[src/rtl/sum_entry_ctrl.sv]
// Keypad sequencing controller for the decimal adder: collects two decimal operands,
// handshakes with the adder datapath and selects the display source.
module sum_entry_ctrl #(
    parameter int MAX_DIGITS = 3,
    parameter int OP_W       = 10
) (
    input  logic            clk,
    input  logic            rst,
    input  logic            key_valid,
    input  logic [3:0]      key_code,
    input  logic            done,
    output logic [OP_W-1:0] op_a,
    output logic [OP_W-1:0] op_b,
    output logic            start,
    output logic            busy,
    output logic [1:0]      disp_sel,
    output logic [1:0]      digit_cnt,
    output logic            overflow
);

    typedef enum logic [2:0] {
        S_ENTER_A = 3'd0,
        S_ENTER_B = 3'd1,
        S_START   = 3'd2,
        S_WAIT    = 3'd3,
        S_SHOW    = 3'd4
    } state_t;

    localparam logic [1:0] MAX_CNT   = 2'(MAX_DIGITS);
    localparam logic [1:0] DISP_A    = 2'd0;
    localparam logic [1:0] DISP_B    = 2'd1;
    localparam logic [1:0] DISP_RES  = 2'd2;
    localparam logic [3:0] KEY_NEXT  = 4'hA;
    localparam logic [3:0] KEY_EQ    = 4'hB;
    localparam logic [3:0] KEY_CLR   = 4'hC;

    state_t          state_q, state_d;
    logic [OP_W-1:0] op_a_q, op_a_d;
    logic [OP_W-1:0] op_b_q, op_b_d;
    logic            start_q, start_d;
    logic            busy_q, busy_d;
    logic [1:0]      disp_sel_q, disp_sel_d;
    logic [1:0]      digit_cnt_q, digit_cnt_d;
    logic            overflow_q, overflow_d;

    logic            key_digit;
    logic            key_next;
    logic            key_eq;
    logic            key_clr;
    logic            room;
    logic [OP_W+3:0] acc_a;
    logic [OP_W+3:0] acc_b;

    assign key_digit = key_valid && (key_code <= 4'd9);
    assign key_next  = key_valid && (key_code == KEY_NEXT);
    assign key_eq    = key_valid && (key_code == KEY_EQ);
    assign key_clr   = key_valid && (key_code == KEY_CLR);
    assign room      = digit_cnt_q < MAX_CNT;

    // Shift-in a decimal digit; the digit limit keeps the result inside OP_W.
    assign acc_a = {4'b0, op_a_q} * (OP_W+4)'(10) + {{OP_W{1'b0}}, key_code};
    assign acc_b = {4'b0, op_b_q} * (OP_W+4)'(10) + {{OP_W{1'b0}}, key_code};

    always_comb begin
        state_d     = state_q;
        op_a_d      = op_a_q;
        op_b_d      = op_b_q;
        disp_sel_d  = disp_sel_q;
        digit_cnt_d = digit_cnt_q;
        overflow_d  = overflow_q;

        case (state_q)
            S_ENTER_A: begin
                if (key_digit) begin
                    if (room) begin
                        op_a_d      = acc_a[OP_W-1:0];
                        digit_cnt_d = digit_cnt_q + 2'd1;
                    end else begin
                        overflow_d = 1'b1;
                    end
                end else if (key_next) begin
                    state_d     = S_ENTER_B;
                    digit_cnt_d = 2'd0;
                    overflow_d  = 1'b0;
                    disp_sel_d  = DISP_B;
                end
            end
            S_ENTER_B: begin
                if (key_digit) begin
                    if (room) begin
                        op_b_d      = acc_b[OP_W-1:0];
                        digit_cnt_d = digit_cnt_q + 2'd1;
                    end else begin
                        overflow_d = 1'b1;
                    end
                end else if (key_eq) begin
                    state_d = S_START;
                end
            end
            S_START: begin
                state_d = S_WAIT;
            end
            S_WAIT: begin
                if (done) begin
                    state_d    = S_SHOW;
                    disp_sel_d = DISP_RES;
                end
            end
            S_SHOW: begin
                if (key_digit) begin
                    state_d     = S_ENTER_A;
                    op_a_d      = {{(OP_W-4){1'b0}}, key_code};
                    op_b_d      = '0;
                    digit_cnt_d = 2'd1;
                    disp_sel_d  = DISP_A;
                    overflow_d  = 1'b0;
                end
            end
            default: begin
                state_d = S_ENTER_A;
            end
        endcase

        // Clear overrides everything, including a done seen in the same WAIT cycle.
        if (key_clr) begin
            state_d     = S_ENTER_A;
            op_a_d      = '0;
            op_b_d      = '0;
            disp_sel_d  = DISP_A;
            digit_cnt_d = 2'd0;
            overflow_d  = 1'b0;
        end

        start_d = (state_d == S_START);
        busy_d  = (state_d == S_START) || (state_d == S_WAIT);
    end

    always_ff @(posedge clk) begin
        if (rst) begin
            state_q     <= S_ENTER_A;
            op_a_q      <= '0;
            op_b_q      <= '0;
            start_q     <= 1'b0;
            busy_q      <= 1'b0;
            disp_sel_q  <= DISP_A;
            digit_cnt_q <= 2'd0;
            overflow_q  <= 1'b0;
        end else begin
            state_q     <= state_d;
            op_a_q      <= op_a_d;
            op_b_q      <= op_b_d;
            start_q     <= start_d;
            busy_q      <= busy_d;
            disp_sel_q  <= disp_sel_d;
            digit_cnt_q <= digit_cnt_d;
            overflow_q  <= overflow_d;
        end
    end

    assign op_a      = op_a_q;
    assign op_b      = op_b_q;
    assign start     = start_q;
    assign busy      = busy_q;
    assign disp_sel  = disp_sel_q;
    assign digit_cnt = digit_cnt_q;
    assign overflow  = overflow_q;

endmodule

[config.mk]
export PLATFORM = sky130hd
export DESIGN_NAME = sum_entry_ctrl
export DESIGN_NICKNAME = d
export VERILOG_FILES = /design/src/rtl/sum_entry_ctrl.sv
export SDC_FILE = /design/constraint.sdc
export NUM_CORES = 1
export LEC_CHECK = 0
export CORE_MARGIN = 3
export CORE_UTILIZATION = 44
export CTS_CLUSTER_SIZE = 24
export DETAILED_ROUTE_END_ITERATION = 16
export GPL_TIMING_DRIVEN = 1
export PLACE_DENSITY = 0.68
export SKIP_LAST_GASP = 1
export SYNTH_ARGS = -nofsm -noshare
export SYNTH_HDL_FRONTEND = slang
export SYNTH_SLANG_ARGS = --single-unit
[constraint.sdc]
create_clock -name clk -period 8.12 [get_ports clk]
set_clock_uncertainty 0.2 [all_clocks]
set_input_delay 2.436 -clock clk [delete_from_list [all_inputs] [get_ports clk]]
set_output_delay 2.436 -clock clk [all_outputs]
set_load 0.02 [all_outputs]
==> qor.csv, run 1 <==
stage,metric,value,unit
outcome,status,finished clean,
synthesis,yosysMostFrequentCell,nor2_1,
place,post-dp-hpwl,3740,um
route,vias,1897,
power_and_ir_drop,irDropWorstVdd,0.0000825,V
hold_path,hp-class,reg -> reg,
timing,hold_ws,0.269,ns
route,drt_pass1_iterations,4,
floorplan,initial_core_util,45.9,%
place,place_area,2590,um2
synthesis,synth_top_cell_area_share,27.5,%
power_and_ir_drop,seqPwrFrac,45.7,%
synthesis,synth_area_leaders,"dfxtp_1 (27%), ha_1 (16%), xor2_1 (6.4%)",
grt,grt_max_degree,22,
floorplan,rows,25,
timing,post-route-period-util,63.0,%
critical_path,crit_start,key_code[2],
grt,grt_pass1_vias,1868,
power_and_ir_drop,power.density,130,nW/um2
synthesis,syn_area,2180,um2
hold_path,hold_path_depth,2,
synthesis,dominantRegCellSynth,dfxtp_1,
synthesis,synth_edf_count,0,
synthesis,ys_ff_latch,30,
clock_tree,cts_tree,yes,
timing,setup_ws,3.01,ns
place,routabilityCongestion,0.796,
synthesis,synth_common_cells,"nor2_1 (36), dfxtp_1 (30), ha_1 (28)",
timing,max_freq,0.196,GHz
route,routed_wl,4840,um
run,max_cap_violations,0,
timing,fin_setup_tns,0,ns
power_and_ir_drop,p_sw_share,29.0,%
final_layout,antenna_cells,0,
power_and_ir_drop,power_frac_comb,22.3,%
power_and_ir_drop,switchingPower,0.000100,W
route,ant_nets,0,
synthesis,syn_inst,250,
critical_path,cp_max_fo,8,
clock_tree,cts_hold_buf,0,
timing,slew_violations,0,
final_layout,nets,327,
timing,final_hold_viol_count,0,
power_and_ir_drop,clockPowerShare,32.0,%
clock_tree,path_clk_slew,0.06,ns
critical_path,r2r_slack,5.11,ns
synthesis,yosysWarnings,0,
power_and_ir_drop,leakage,1.16,nW
grt,grt_first_pass_wirelength,8540,um
critical_path,critPathCaptureType,flop,
place,place_ws,2.72,ns
route,wl_per_cell,13.7,um
synthesis,async_flop_share,0,%
timing,tightest_slew,0.822,ns
floorplan,die_area,5850,um2
clock_tree,cts.htree.levels,2,
critical_path,critical_path_required,8.14,ns
place,io_buffers,34,
floorplan,die_y,76.5,um
clock_tree,clock-sinks,30,
timing,setup_violations,0,
route,viasPerCell,5.36,
clock_tree,clock_latency,0.28,ns
timing,final.min_clock_period,5.11,ns
synthesis,yosysSeqAreaShare,27.5,%
critical_path,start_kind,primary input,
grt,track_usage,18.0,%
critical_path,cp_data_arrival_time,5.14,ns
route,drc,0,
critical_path,path_class,in -> reg,
synthesis,synth_area_leader_cell,dfxtp_1,
floorplan,ios,35,
grt,grt_overflow,0,
place,dp_cells,347,
timing,relSlewSlack,45.2,%
timing,rsz0062_at_grt,false,
synthesis,synth.distinct_cells,48,
power_and_ir_drop,internal_power,0.000245,W
synthesis,postSynthAreaPerCell,8.74,um2
clock_tree,cts_resized,0,
final_layout,final_cells,354,
critical_path,r2r-start,op_a[1]$_SDFFE_PP0P_,
final_layout,area_growth,22.0,%
critical_path,rr_worst_depth,9,
clock_tree,cts_buffer_depth,2,
critical_path,worst_r2r_endpoint,op_a[9]$_SDFFE_PP0P_,
synthesis,syn_nets,290,
clock_tree,cts_root_buf,clkbuf_8,
clock_tree,numCtsBuffers,5,
route,drt-initial-drc-count,89,
floorplan,die_w,76.5,um
final_layout,drive_gt1_share,4.88,%
final_layout,fin_area,2670,um2
critical_path,crit_end,op_a[9]$_SDFFE_PP0P_,
floorplan,core-area,4750,um2
grt,antenna_found_initial,0,
clock_tree,post_cts_buffers,0,
==> power by group through the flow <==
stage | Sequential (W) | Combinational, W | Clock [W]
floorplan | 0.000165 | 0.0000461 | 0
global placement | 0.000161 | 0.0000752 | 0
detailed placement | 0.000161 | 0.0000766 | 0
CTS | 0.000158 | 0.0000773 | 0.000116
global route | 0.000159 | 0.0000859 | 0.000122
finish | 0.000158 | 0.0000771 | 0.000111
==> placed cells by master (no fill, tap or decap), drive strengths merged, types with 6 or more instances in the layout <==
master         Yosys  layout
xor2              16      16
a22oi             11      11
clkdlybuf4s50      0      34
o21ai              7       7
nor3               7       7
nand2             16      16
xnor2              6       6
a21oi             13      13
clkbuf             3       7
dfxtp             30      30
inv               12      12
ha                28      28
nor2              36      36
nand3              8       8
==> sequential cells by signal (all words and copies together) (netlist names) <==
signal,flops
disp_sel,2
op_b,10
state_q,3
overflow,1
op_a,10
digit_cnt,2
busy,1
start,1
==> logic make-up (layout without fill, tap and decap cells) <==
group                    Yosys count  in the layout  synth area share (%)
AO/OA/AOI/OAI                     55             55                  17.1
multiplexers                       3              3                  1.37
buffers and inverters             17             54                  3.32
XOR/XNOR                          22             22                  8.82
adder cells (fa/ha/maj)           32             32                  19.7
AND/OR/NAND/NOR                   91             91                  22.2
flip-flops                        30             30                  27.5
==> routing by layer <==
metal	GRT usage [%]	up-vias	wire length [um]
met4	7.43	0	74
met2	29.5	43	2220
met3	3.55	5	190
met1	23.1	868	2350
li1	-	981	-
met5	0	-	0
==> how the worst min path moves through the flow <==
stage	start	end	slack, ns
6_report	overflow$_SDFFE_PP0P_	overflow$_SDFFE_PP0P_	0.27
5_1_grt	disp_sel[0]$_SDFFE_PP0P_	disp_sel[0]$_SDFFE_PP0P_	0.31
4_1_cts	overflow$_SDFFE_PP0P_	overflow$_SDFFE_PP0P_	0.28
3_5_place_dp	overflow$_SDFFE_PP0P_	overflow$_SDFFE_PP0P_	0.26
3_3_place_gp	overflow$_SDFFE_PP0P_	overflow$_SDFFE_PP0P_	0.25
2_1_floorplan	disp_sel[0]$_SDFFE_PP0P_	disp_sel[0]$_SDFFE_PP0P_	0.35
==> worst max-delay path, stage by stage <==
cell	delay, ns
clkdlybuf4s50_1	0.72
inv_1	0.12
fa_1	0.48
nor2b_1	0.13
o21ai_1	0.09
nor3b_1	0.39
a31oi_1	0.17
or4_1	0.52
nand3_1	0.09
==> final cells by class <==
class	count	area (um2)
clock buffers	7	76.3
fillers	454	2090
inverters	12	45.0
multi-input cells	203	1510
flip-flops and latches	30	601
well taps	67	83.8
repair buffers	35	348
==> per-stage QoR <==
stage | utilization, % | total power [W]
floorplan | - | 0.000212
detailed placement | 54.4 | 0.000238
global placement | 54.4 | 0.000236
CTS | 56.1 | 0.000351
finish | 56.1 | 0.000346
global route | 56.1 | 0.000366
No activity file was read; power rests on OpenSTA's default activity.
==> run 2: changes to the inputs <==
--- a/config.mk
+++ b/config.mk
@@ -10,7 +10,7 @@
 export CTS_CLUSTER_SIZE = 24
 export DETAILED_ROUTE_END_ITERATION = 16
 export GPL_TIMING_DRIVEN = 1
-export PLACE_DENSITY = 0.68
+export PLACE_DENSITY = 0.7
 export SKIP_LAST_GASP = 1
 export SYNTH_ARGS = -nofsm -noshare
 export SYNTH_HDL_FRONTEND = slang
==> constraint.sdc (replaced) <==
create_clock -name clk -period 4.5 [get_ports clk]
set_clock_uncertainty 0.2 [all_clocks]
set_input_delay 1.35 -clock clk [delete_from_list [all_inputs] [get_ports clk]]
set_output_delay 1.35 -clock clk [all_outputs]
set_load 0.02 [all_outputs]
==> run 2 against run 1 <==
  * Non-clock buffer count up 4
  * Sequential cell count unchanged
  * Via count up 0.42%
  * Cell area up 3.6%
  * Cell count up 1.4%
  * First-iteration DRC count down 19%
  * Total power up 120%
  * Critical endpoint unchanged
  * Combinational power up 82%
  * Global-route usage up 0.44 points
  * Sequential power up 80%
  * Clock-buffer cell count down 1
  * Critical path depth up 1
==> qor.csv, run 2 (synthesized netlist as in run 1, its figures left out) <==
stage,metric,value,unit
clock_tree,numCtsBuffers,5,
place,routabilityCongestion,0.845,
route,ant_nets,0,
grt,grt_pass1_vias,1908,
grt,track_usage,18.5,%
hold_path,hold_path_end,disp_sel[0]$_SDFFE_PP0P_,
final_layout,fin_area,2760,um2
timing,rsz0062_at_grt,false,
clock_tree,clock_latency,0.29,ns
clock_tree,cts.htree.levels,2,
place,dp_cells,351,
critical_path,slowest_delay,0.55,ns
route,vias,1905,
floorplan,rows,25,
clock_tree,clock-sinks,30,
grt,grt_first_pass_wirelength,8850,um
critical_path,start_kind,primary input,
run,max_cap_violations,0,
timing,final_hold_viol_count,0,
grt,grt_overflow,0,
critical_path,cp_max_fo,3,
timing,final.min_clock_period,3.89,ns
critical_path,path_class,in -> reg,
route,route.met2.wl,2230,um
hold_path,hold_path_depth,2,
final_layout,final_cell_mix,"nor2_1 (36), clkdlybuf4s50_1 (34), dfxtp_1 (30)",
power_and_ir_drop,leakage,1.21,nW
grt,grt_max_degree,15,
place,place_ws,0.382,ns
power_and_ir_drop,switchingPower,0.000195,W
floorplan,ios,35,
place,place_area,2620,um2
critical_path,rr_worst_depth,9,
timing,post-route-period-util,86.5,%
critical_path,critical_path_required,4.52,ns
critical_path,r2r_slack,1.49,ns
timing,tightest_slew,0.596,ns
timing,setup_violations,0,
clock_tree,post_cts_buffers,0,
clock_tree,cts_resized,0,
power_and_ir_drop,p_sw_share,25.4,%
power_and_ir_drop,clockPowerShare,44.8,%
final_layout,multiInputGateArea,1510,um2
clock_tree,cts_tree,yes,
clock_tree,cts_hold_buf,0,
timing,setup_ws,0.608,ns
final_layout,fillers,463,
final_layout,final_common_cell,nor2_1,
critical_path,critPathCaptureType,flop,
route,met1Wirelength,2500,um
route,routed_wl,4990,um
route,wl_per_cell,13.9,um
hold_path,min-delay-start,disp_sel[0]$_SDFFE_PP0P_,
outcome,status,finished clean,
final_layout,area_growth,26.4,%
critical_path,path_cells,clkdlybuf4s50_1 > ha_1 > inv_1 > fa_1 > nor2b_1 > o21ai_1 > nor3b_1 > a31oi_1 > or4_1 > nand3_1,
route,drt-initial-drc-count,72,
hold_path,hp-class,reg -> reg,
floorplan,initial_core_util,45.9,%
final_layout,antenna_cells,0,
route,top_layer,met4,
timing,fin_setup_tns,0,ns
power_and_ir_drop,internal_power,0.000574,W
route,wl_met3,146,um
clock_tree,path_clk_slew,0.07,ns
floorplan,die_area,5850,um2
power_and_ir_drop,power_frac_comb,18.2,%
timing,slew_violations,0,
final_layout,nets,331,
floorplan,die_w,76.5,um
final_layout,drive_gt1_share,7.19,%
timing,relSlewSlack,60.0,%
timing,max_freq,0.257,GHz
power_and_ir_drop,seqPwrFrac,37.0,%
power_and_ir_drop,irDropWorstVdd,0.000109,V
critical_path,cp_data_arrival_time,3.91,ns
final_layout,fin_util,58.1,%
route,viasPerCell,5.31,
route,drt_pass1_iterations,4,
final_layout,regArea,601,um2
critical_path,cp_slowest_cell,or4_1,
place,post-dp-hpwl,3810,um
route,drc,0,
place,io_buffers,34,
clock_tree,cts_buffer_depth,2,
critical_path,r2r-start,op_a[1]$_SDFFE_PP0P_,
power_and_ir_drop,power.density,279,nW/um2
grt,antenna_found_initial,0,
critical_path,worst_r2r_endpoint,op_a[9]$_SDFFE_PP0P_,
floorplan,core-area,4750,um2
final_layout,final_cells,359,
clock_tree,cts_root_buf,clkbuf_8,
floorplan,die_y,76.5,um
==> run 2: final cells by class <==
cell class / instances / area share (%)
multi-input cells: 203 / 54.7
flip-flops and latches: 30 / 21.7
repair buffers: 39 / 13.7
well taps: 67 / 3.04
clock buffers: 6 / 2.99
clock inverters: 2 / 2.17
inverters: 12 / 1.63
==> run 2: critical path: cells and delay by family <==
kind,cells,cell delay [ns]
and+or+nand+nor,4,1.14
adders and majority gates,2,0.59
buffers and inverters,2,0.57
AOI/OAI and AO/OA,2,0.26
==> run 2: worst max-delay path by stage <==
stage | endpoint | slack [ns] | startpoint
after global placement | op_a[9]$_SDFFE_PP0P_ | 0.45 | key_code[1]
after CTS | op_a[9]$_SDFFE_PP0P_ | 0.64 | key_code[1]
after global routing | op_a[9]$_SDFFE_PP0P_ | 0.47 | key_code[1]
after floorplan | op_a[9]$_SDFFE_PP0P_ | 1.08 | key_code[1]
after detailed placement | op_a[9]$_SDFFE_PP0P_ | 0.38 | key_code[1]
final | op_a[9]$_SDFFE_PP0P_ | 0.61 | key_code[1]
==> run 2: metrics by stage <==
step	power, W	hold slack [ns]
3_3_place_gp	0.000428	0.251
4_1_cts	0.000776	0.274
5_1_grt	0.000803	0.301
6_report	0.000770	0.275
2_1_floorplan	0.000382	0.353
3_5_place_dp	0.000430	0.257
==> run 2: power groups by stage <==
stage | logic, W | registers, W | clock network, W
finish | 0.000140 | 0.000285 | 0.000345
global route | 0.000157 | 0.000286 | 0.000360
CTS | 0.000140 | 0.000285 | 0.000351
detailed placement | 0.000139 | 0.000291 | 0
global placement | 0.000137 | 0.000291 | 0
floorplan | 0.0000833 | 0.000298 | 0
==> run 2: routing by layer <==
layer,vias up,global-route usage (%)
met2,38,29.3
li1,987,-
met5,-,0
met1,870,24.5
met3,10,3.90
met4,0,7.07
==> run 3: changes to the inputs <==
--- a/config.mk
+++ b/config.mk
@@ -9,7 +9,6 @@
 export CORE_UTILIZATION = 44
 export CTS_CLUSTER_SIZE = 24
 export DETAILED_ROUTE_END_ITERATION = 16
-export GPL_TIMING_DRIVEN = 1
 export PLACE_DENSITY = 0.7
 export SKIP_LAST_GASP = 1
 export SYNTH_ARGS = -nofsm -noshare
==> results of run 3 <==
No change in the layout: final DEF, timing and power equal those of run 2.
==> patch 1, RTL diff (settings of run 2) <==
Take the reset off `op_a_q` and load it in a clocked block of its own.
--- a/src/rtl/sum_entry_ctrl.sv
+++ b/src/rtl/sum_entry_ctrl.sv
@@ -140,3 +140,2 @@
             state_q     <= S_ENTER_A;
-            op_a_q      <= '0;
             op_b_q      <= '0;
@@ -149,3 +148,2 @@
             state_q     <= state_d;
-            op_a_q      <= op_a_d;
             op_b_q      <= op_b_d;
@@ -157,2 +155,6 @@
         end
+    end
+
+    always_ff @(posedge clk) begin
+        op_a_q <= op_a_d;
     end
Behaviour: not the same (Yosys sat finds a counterexample within 4 cycles, from zero or initial values and one cycle with rst high).
==> patch 1 against run 2 <==
- design area is 5.1% lower
- die area down 1.8%
- via count decreased by 3.6%
- final cell count decreased by 3.9%
- setup slack improved by 0.18 ns
- wire length down 3.3%
- sequential cell count unchanged
- synthesized area down 2.0%
- critical path type unchanged
- largest cell class unchanged
Power is not compared: it rests on default switching activity, and its combinational part moved more than twofold at a synthesized area within 25%.
==> patch 1: results (changes against run 2) <==
| Metric | Value |
|---|---|
| Status | finished, final reports clean |
| Ys async rst share | 0% (unchanged) |
| Worst R2R Setup Slack | 1.65 ns (+0.16 ns) |
| DR vias | 1,837 (-3.6%) |
| Worst-path fanout max | 6 (+3) |
| Layout cells sized above 1 | 5.71% (-1.5 points) |
| Dpl cell area | 0.00254 mm^2 (-2.9%) |
| Largest net degree at the start of global routing | 18 (+3) |
| FF-to-FF Start | op_b[1] |
| Synth area leaders | dfxtp_1 28%, ha_1 16%, nor2_1 6.5% |
| Gpl congestion | 0.813 (-3.8%) |
| Net Count, Synth | 285 (-1.7%) |
| Hold_sp | disp_sel[1] |
| Detailed Route WL | 4.82 mm (-3.3%) |
| Yosys cell types | 46 (-4.2%) |
| CP max stage delay | 0.59 ns (+0.04 ns) |
| Critical path's slowest cell | clkdlybuf4s50_1 |
| Worst hold path class | reg -> reg |
| Synth cell count leaders | 37 x nor2_1, 30 x dfxtp_1, 28 x ha_1, 16 x a21oi_1 |
| Initial antenna violation count | 0 (unchanged) |
| Worst rel slew slack | 32.0% (-28 points) |
| FF-to-FF path depth | 11 (+2) |
| # resized after CTS | 0 (unchanged) |
| Sequential area share after synthesis | 28.1% (+0.56 points) |
| Global-route usage over all layers | 19.2% (+0.77 points) |
| DR iter-0 viols | 110 (+53%) |
| Nets | 320 (-3.3%) |
| P_leak | 1.11 nW |
| Avg Cell Area, Syn | 8.74 um^2 (about the same) |
| First-pass GRT wire length | 8.32 mm (-6.0%) |
| Dpl cells | 338 (-3.7%) |
| HPWL after DPL | 3.65 mm (-4.4%) |
| Worst Hold Path EP | disp_sel[1] |
| R2R Path End | op_b[9] |
-- patch 1: per-stage QoR --
stage	worst slack [ns]	hold slack [ns]
after floorplan	1.27	0.327
after global placement	0.587	0.259
after detailed placement	0.521	0.268
after CTS	0.800	0.296
after global routing	0.583	0.327
final	0.784	0.281
-- patch 1: worst max-delay path: cells and delay by family --
kind / cells / cell delay, ns
AO/OA/AOI/OAI: 2 / 0.30
XOR/XNOR: 2 / 0.30
adder cells (fa/ha/maj): 2 / 0.61
buffers and inverters: 2 / 0.64
AND/OR/NAND/NOR: 3 / 0.47
-- patch 1: power breakdown --
group,leakage (nW),internal (mW),switching [mW]
clock,0.0383,0.106,0.0955
combinational,0.830,0.293,0.324
sequential,0.245,0.306,0.0429
total,1.11,0.706,0.462
-- patch 1: final cells by class --
class                      count  area (um^2)
fill                         414         1910
multi-input combinational    195         1460
sequential                    30          601
timing repair buffer          36          355
tap                           65         81.3
clock buffer                   7         76.3
inverter                      12         45.0
-- patch 1: kinds of logic (layout without fill, tap and decap cells) --
group / count (synthesis) / in the layout / synth area share, %
AO/OA/AOI/OAI: 55 / 55 / 17.4
XOR/XNOR: 24 / 24 / 10.5
flip-flops: 30 / 30 / 28.1
adder cells (fa/ha/maj): 32 / 32 / 20.1
multiplexers: 3 / 3 / 1.40
AND/OR/NAND/NOR: 81 / 81 / 18.9
buffers and inverters: 20 / 55 / 3.68
-- patch 1: metal layers --
metal | wire length, um | up-vias | global-route usage [%]
li1 | - | 942 | -
met1 | 2400 | 843 | 26.6
met2 | 2160 | 44 | 28.8
met3 | 179 | 8 | 4.49
met4 | 93 | 0 | 7.77
met5 | 0 | - | 0
-- patch 1: how the worst max path moves through the flow --
| stage | slack (ns) | cells after the start | to |
|---|---|---|---|
| detailed placement | 0.52 | 11 | op_a[9] |
| global placement | 0.59 | 11 | op_a[9] |
| CTS | 0.80 | 11 | op_a[9] |
| floorplan | 1.27 | 9 | op_b[9] |
| finish | 0.78 | 11 | op_a[9] |
| global route | 0.58 | 11 | op_a[9] |
==> patch 2, RTL diff (config.mk and constraints of run 2) <==
Made on the original files. The parameter `OP_W` goes from 10 to 12.
--- a/src/rtl/sum_entry_ctrl.sv
+++ b/src/rtl/sum_entry_ctrl.sv
@@ -4,3 +4,3 @@
     parameter int MAX_DIGITS = 3,
-    parameter int OP_W       = 10
+    parameter int OP_W       = 12
 ) (
Ports: changed (resized op_a and op_b); port bits go from 35 to 39. No check against the original RTL was run, so the function may have changed too.
==> patch 2 against run 2 <==
- register-to-register slack worse by 0.23 ns
- power is 5.8% lower
- synthesized area grew 25%
- setup slack better by 0.20 ns
- sequential power up 12%
- fmax up 5.5%
- sequential cell count rose by 4
- first-iteration DRC count is 28% higher
- wire length up 25%
- design area is 20% higher
==> patch 2: results (changes against run 2) <==
| Metric | Value |
|---|---|
| Hold_sp | disp_sel[1] |
| WP data arrival | 3.71 ns (-0.20 ns) |
| Dpl cell area | 0.00320 mm^2 (+22%) |
| Fraction of area in multi-input gates | 59.9% (+5.2 points) |
| Worst R2R Setup Slack | 1.26 ns (-0.23 ns) |
| P_sw | 0.193 mW (-1.4%) |
| Final std cells w/o fill | 431 (+20%) |
| Layout cells sized above 1 | 5.90% (-1.3 points) |
| NonClk Buf Share | 12.0% (-1.7 points) |
| Multi-In Gates | 261 (+29%) |
| Worst VDD drop | 0.000131 V (+20%) |
| Gpl congestion | 0.913 (+8.0%) |
| Sequential area share after synthesis | 24.8% (-2.7 points) |
| Net Count, Synth | 366 (+26%) |
| Post-Route M1 WL | 3.06 mm (+23%) |
| Final hold slack | 0.252 ns (-0.0234 ns) |
| Met1 usage | 24.2% (-0.33 points) |
| Fill cells | 571 (+23%) |
| Vias in the first global route | 2,375 (+24%) |
| P_leak | 1.41 nW (+17%) |
| R2R Path End | op_a[10] |
| Yosys cell types | 56 (+17%) |
| Clock network power | 0.274 mW (-21%) |
| CLK BUF | 7 (+1) |
| DR vias | 2,453 (+29%) |
| HPWL after DPL | 4.98 mm (+31%) |
| Inverters | 13 (+1) |
| CP max stage delay | 0.65 ns (+0.10 ns) |
| Status | finished, final reports clean |
| Nets | 403 (+22%) |
| GR Util met3 | 2.14% (-1.8 points) |
| PD cells | 220 mW/mm^2 (-21%) |
| Worst slew pin tran | 0.910 ns (+0.314 ns) |
| Worst-path fanout max | 7 (+4) |
| Detailed Route WL | 6.24 mm (+25%) |
| Synth area leaders | dfxtp_1 25%, ha_1 16%, xnor2_1 5.4% |
| I/O Buffers | 38 (+12%) |
| Met2 WL | 2.84 mm (+27%) |
| Worst Hold Path EP | disp_sel[1] |
==> patch 2: logic make-up after synthesis <==
kind of cell,share of synthesized area (%)
AO/OA/AOI/OAI,22.8
adder cells (fa/ha/maj),19.4
AND/OR/NAND/NOR,20.6
multiplexers,0.731
XOR/XNOR,8.17
flip-flops,24.8
buffers and inverters,3.47
==> patch 2: critical path: cells and delay by family <==
kind	cells	cell delay, ns
fa+ha+maj	2	0.45
xor+xnor	1	0.33
simple gates	3	0.70
compound gates	2	0.21
buf+inv	1	0.65
==> patch 2: worst max-delay path by stage <==
stage | cells past startpoint | startpoint | slack (ns) | to
2_1_floorplan | 8 | key_code[1] | 1.30 | op_b[11]
3_3_place_gp | 9 | key_code[1] | 0.56 | op_b[11]
3_5_place_dp | 9 | key_code[1] | 0.51 | op_b[11]
4_1_cts | 9 | key_code[1] | 0.80 | op_b[11]
5_1_grt | 9 | key_code[1] | 0.71 | op_b[11]
6_report | 9 | key_code[1] | 0.81 | op_b[11]
